===== config.mk =====
export PLATFORM = sky130hd
export DESIGN_NAME = serial_adder_fsm
export DESIGN_NICKNAME = d
export VERILOG_FILES = /design/src/rtl/serial_adder_fsm.sv
export SDC_FILE = /design/constraint.sdc
export NUM_CORES = 1
export LEC_CHECK = 0
export CAP_MARGIN = 20
export CORE_MARGIN = 4
export CORE_UTILIZATION = 64
export CTS_BUF_LIST = sky130_fd_sc_hd__clkbuf_2
export DETAILED_ROUTE_END_ITERATION = 12
export DONT_BUFFER_PORTS = 1
export MAX_ROUTING_LAYER = met4
export PLACE_DENSITY = 0.8
export SYNTH_ARGS = -nofsm -noshare
export SYNTH_HDL_FRONTEND = slang
export SYNTH_SLANG_ARGS = --single-unit

===== constraint.sdc =====
create_clock -name clk -period 2.1 [get_ports clk]
set_input_delay 0 -clock clk [delete_from_list [all_inputs] [get_ports clk]]
set_output_delay 0 -clock clk [all_outputs]
set_load 0.02 [all_outputs]

===== src/rtl/serial_adder_fsm.sv =====
// -----------------------------------------------------------------------------
// serial_adder_fsm
//
// Bit-serial ripple adder. A single full-adder slice works through two
// WIDTH-bit operands one bit per clock, LSB first, keeping the running carry
// in a register between cycles. A start/done handshake wraps the datapath so
// that the adder looks like an ordinary multi-cycle sequential unit.
//
// Timing (E0 = edge that accepts start):
//   E0              operands captured, busy rises
//   E1 .. E_WIDTH   one result bit per edge
//   E_WIDTH         sum/cout updated, done pulses, busy falls
//   E_WIDTH+1       back to IDLE; the earliest new start is taken at E_WIDTH+2
//
// Parameters:
//   WIDTH   operand/result width in bits (2..32), default 8
//
// Ports:
//   clk     in   rising-edge clock
//   rst     in   asynchronous active-high reset
//   start   in   request, only looked at while idle
//   a, b    in   WIDTH-bit operands, captured on the accepted start edge
//   cin     in   carry-in, captured on the accepted start edge
//   busy    out  high while an addition is in progress
//   done    out  one-cycle completion pulse
//   sum     out  WIDTH-bit result, held until the next completion
//   cout    out  final carry-out, held together with sum
//   ovf     out  (only with SERIAL_ADDER_OVF_EN) signed two's-complement
//                overflow of the last result, held together with sum
//
// Build option:
//   SERIAL_ADDER_OVF_EN  when defined, adds the ovf output and its register.
// -----------------------------------------------------------------------------

`timescale 1ns/1ps

module serial_adder_fsm #(
  parameter int WIDTH = 8
) (
  input  logic             clk,
  input  logic             rst,
  input  logic             start,
  input  logic [WIDTH-1:0] a,
  input  logic [WIDTH-1:0] b,
  input  logic             cin,
  output logic             busy,
  output logic             done,
  output logic [WIDTH-1:0] sum,
  output logic             cout
`ifdef SERIAL_ADDER_OVF_EN
  ,
  output logic             ovf
`endif
);

  // Bit counter only has to reach WIDTH-1.
  localparam int CNT_W = (WIDTH > 2) ? $clog2(WIDTH) : 1;
  localparam logic [CNT_W-1:0] LAST_CNT = CNT_W'(WIDTH - 1);

  typedef enum logic [1:0] {
    S_IDLE = 2'b00,
    S_RUN  = 2'b01,
    S_DONE = 2'b10
  } state_t;

  // Full-adder sum bit.
  function automatic logic fa_sum(input logic x, input logic y, input logic c);
    return x ^ y ^ c;
  endfunction

  // Full-adder carry: majority of the three inputs.
  function automatic logic fa_carry(input logic x, input logic y, input logic c);
    return (x & y) | (x & c) | (y & c);
  endfunction

  state_t           state_r;
  state_t           state_nxt_s;

  // a_sh_r doubles as the result accumulator: each RUN edge consumes the
  // operand bit at [0] and inserts the new sum bit at the MSB, so after
  // WIDTH-1 shifts the upper WIDTH-1 bits hold the result computed so far.
  logic [WIDTH-1:0] a_sh_r;
  logic [WIDTH-1:0] b_sh_r;
  logic             carry_r;
  logic [CNT_W-1:0] cnt_r;
  logic             busy_r;
  logic             done_r;
  logic [WIDTH-1:0] sum_r;
  logic             cout_r;

  logic             bit_s;
  logic             carry_nxt_s;
  logic             last_s;

  // Single full-adder slice on the current LSBs plus the held carry.
  always_comb begin
    bit_s       = fa_sum(a_sh_r[0], b_sh_r[0], carry_r);
    carry_nxt_s = fa_carry(a_sh_r[0], b_sh_r[0], carry_r);
    last_s      = (cnt_r == LAST_CNT);
  end

  // State register; any unknown encoding is sent back to IDLE by next-state.
  always_ff @(posedge clk or posedge rst) begin
    if (rst) begin
      state_r <= S_IDLE;
    end else begin
      state_r <= state_nxt_s;
    end
  end

  // Next-state logic.
  always_comb begin
    state_nxt_s = S_IDLE;
    case (state_r)
      S_IDLE: begin
        if (start) begin
          state_nxt_s = S_RUN;
        end else begin
          state_nxt_s = S_IDLE;
        end
      end
      S_RUN: begin
        if (last_s) begin
          state_nxt_s = S_DONE;
        end else begin
          state_nxt_s = S_RUN;
        end
      end
      S_DONE: begin
        state_nxt_s = S_IDLE;
      end
      default: begin
        state_nxt_s = S_IDLE;
      end
    endcase
  end

  // Datapath and registered handshake outputs.
  always_ff @(posedge clk or posedge rst) begin
    if (rst) begin
      a_sh_r  <= {WIDTH{1'b0}};
      b_sh_r  <= {WIDTH{1'b0}};
      carry_r <= 1'b0;
      cnt_r   <= {CNT_W{1'b0}};
      busy_r  <= 1'b0;
      done_r  <= 1'b0;
      sum_r   <= {WIDTH{1'b0}};
      cout_r  <= 1'b0;
    end else begin
      case (state_r)
        S_IDLE: begin
          done_r <= 1'b0;
          if (start) begin
            a_sh_r  <= a;
            b_sh_r  <= b;
            carry_r <= cin;
            cnt_r   <= {CNT_W{1'b0}};
            busy_r  <= 1'b1;
          end else begin
            busy_r  <= 1'b0;
          end
        end
        S_RUN: begin
          a_sh_r  <= {bit_s, a_sh_r[WIDTH-1:1]};
          b_sh_r  <= {1'b0, b_sh_r[WIDTH-1:1]};
          carry_r <= carry_nxt_s;
          cnt_r   <= cnt_r + CNT_W'(1);
          if (last_s) begin
            // Newly computed bit lands as the result MSB.
            sum_r  <= {bit_s, a_sh_r[WIDTH-1:1]};
            cout_r <= carry_nxt_s;
            done_r <= 1'b1;
            busy_r <= 1'b0;
          end else begin
            done_r <= 1'b0;
            busy_r <= 1'b1;
          end
        end
        S_DONE: begin
          done_r <= 1'b0;
          busy_r <= 1'b0;
        end
        default: begin
          done_r <= 1'b0;
          busy_r <= 1'b0;
        end
      endcase
    end
  end

`ifdef SERIAL_ADDER_OVF_EN
  logic ovf_r;

  // On the completion edge carry_r is the carry into the MSB slice and
  // carry_nxt_s the carry out of it; their XOR is signed overflow.
  always_ff @(posedge clk or posedge rst) begin
    if (rst) begin
      ovf_r <= 1'b0;
    end else if ((state_r == S_RUN) && last_s) begin
      ovf_r <= carry_r ^ carry_nxt_s;
    end else begin
      ovf_r <= ovf_r;
    end
  end

  assign ovf = ovf_r;
`endif

  assign busy = busy_r;
  assign done = done_r;
  assign sum  = sum_r;
  assign cout = cout_r;

endmodule


==> results.cfg <==
[clock_tree]
numCtsBuffers = 5
clk_pin_slew_ns = 0.14
clock_latency_ns = 0.36
htree_levels = 2
cts_tree = yes
clockBufferDepth = 2
clock_tree.root_cell = clkbuf_2
cts_num_sinks = 31

[final_layout]
drive_above_1_share = 0.148
diodes = 0
stdcell_area_mm2 = 0.00167
fillers = 126
final_util = 0.817
stdcell_count = 169
final_nets = 165
area_delta_synth_final_pct = 17.1

[yosys]
synthMostInstantiatedCell = dfrtp_1
synth_edf_count = 0
synth_compound_area_frac = 0.134
synthAdderAreaFrac = 0.0316
synth_top_family_by_area = compound AO/OA/AOI/OAI gates
synth-seq-cells = 31
yosys.area_share.simple = 0.125
syn-cell-area_mm2 = 0.00142
synthMuxAreaShare = 0.0791
yosysTopAreaCell = dfrtp_1
synth_xor_area_frac = 0
synthCells = 120
syn_avg_cell_area_um2 = 11.9
yosysWarnings = 0
synth_area_leaders = dfrtp_1 (54%), mux2_2 (7.9%), nor4b_1 (5.5%)
synthFlopType = dfrtp_1
syn_nets = 143
async_reset_ff_frac = 1.00
synth_common_cells = dfrtp_1 (31), inv_1 (18), mux2_2 (10)
seq_area_frac_synth = 0.545
synth_top_area_frac = 0.545
yosysUniqueCellTypes = 22

[floorplanning]
pin_count = 31
dieHeight_um = 55.2
die_area_mm2 = 0.00304
rows = 16
die_x_um = 55.2
coreArea_mm2 = 0.00204
initial_utilization = 0.697

[sta]
maxSlewHeadroom = 0.541
fin_worst_skew_ns = 0.0180
timing.fmax_ghz = 0.517
worst_pin_slew_ns = 0.687
slew_violations = 0
min_period_ns = 1.93
final-hold-violation-count = 0
timing.final.crit_share = 0.921
setup_viol = 0
hold_ws_ns = 0.0442
setup_ws_ns = 0.166
grt_setup_unrepaired = no
tns_ns = 0

[routing]
ant_nets = 0
firstDrtPassIters = 4
vias = 1029
wl_per_cell_um = 17.0
drc = 0
first_iter_violations = 60
wl_um = 2870
via_per_inst = 6.09

[global_route]
gr-total-overflow = 0
grt_pass1_vias = 1106
grt_max_degree = 32
grt_usage = 0.242
antenna_found_initial = 0
grt_pass1_wl_um = 4950

[placement]
pre_cts_slack_ns = 0.412
gp_congestion = 0.850
hpwl_um = 1760
port-buffer-count = 0
dp.cells = 142
dpl_cell_area_mm2 = 0.00143

[job]
drv_cap = 0

[worst_setup_path]
path_cells = o21bai_2, buf_4, a32o_1, dlygate4sd3_1
worstSetupStartpoint = state_r[0]
required_ns = 2.40
crit_buf_inv = 2
cp.arrival_ns = 2.24
worstSetupStartpointType = register
cp_top_family = buffers and inverters
worstSetupPathType = reg -> reg
cp_slowest_cell = dfrtp_1
critical-path-max-stage-delay_ns = 0.54
r2r-start = state_r[0]
end_kind = register
worst-path-max-fanout = 14

[power_and_ir_drop]
power_mw = 2.25
powerDensity_mw_per_mm2 = 1350
p_leak_nw = 0.768
ir_drop_mv = 1.01

[min_path]
hold_path.class = in -> reg
min-delay-start = start

[run_status]
status = completed
## worst register-to-register path, delay by kind of cell (launching register included)
family          cells  cell delay [ns]
compound gates      2             0.53
flops               1             0.54
buf+inv             2             0.81
## metal layers
layer  vias to the layer above  track usage  share of wire
met5                         -            -              0
met4                         0        0.109          0.016
met3                         6       0.0617          0.048
met2                        35        0.400           0.51
met1                       517        0.276           0.43
li1                        471            -              -
## final timing paths
path | cells after the start | slack, ns | endpoint
min in group asynchronous | 3 | 0.14 | sum[7]
worst min register to register | 1 | 0.53 | sum[0]
max in group asynchronous | 3 | 1.66 | b_sh_r[0]
worst max-delay path | 4 | 0.17 | b_sh_r[7]
worst min-delay path | 2 | 0.04 | b_sh_r[4]
worst max register to register | 4 | 0.17 | b_sh_r[7]
## layout make-up
type	instances	area [um^2]	share of cell area
Multi-Input combinational cell	62	527	0.316
Clock buffer	5	25.0	0.0150
Inverter	18	67.6	0.0405
Timing Repair Buffer	24	230	0.138
Tap cell	27	33.8	0.0203
Sequential cell	31	776	0.465
Clock inverter	2	8.76	0.00525
## repair_timing
action                                 4_1_cts  5_1_grt
endpoints found under the hold margin       48        0
hold buffers                                20        0
buffers inserted                             0        0
resized for setup                            0        0
## sequential cells by signal (all words and copies together) (netlist names)
signal	count
a_sh_r	8
b_sh_r	8
carry_r	1
cnt_r	3
cout	1
done	1
state_r	1
sum	8
## cells by family (layout without fill, tap and decap cells)
kind of cell | count (synthesis) | in the layout
buffers and inverters | 27 | 49
adders and majority gates | 3 | 3
AOI/OAI and AO/OA | 21 | 21
and+or+nand+nor | 28 | 28
muxes | 10 | 10
DFF | 31 | 31
## cell usage in the layout (no fill, tap or decap), drive strengths merged, types with 4 or more instances in the layout
cell type	Yosys	routed
mux2	10	10
nor2b	8	8
a221oi	8	8
dfrtp	31	31
dlygate4sd3	0	20
clkbuf	3	5
buf	6	4
nor2	9	9
nor4b	9	9
inv	18	18
a222oi	7	7
## report_power, final
group	switching, mW	internal [mW]	leakage (nW)
logic	0.401	0.409	0.386
registers	0.298	0.879	0.356
clock network	0.190	0.0702	0.0262
Power figures use the tool's default switching activity.
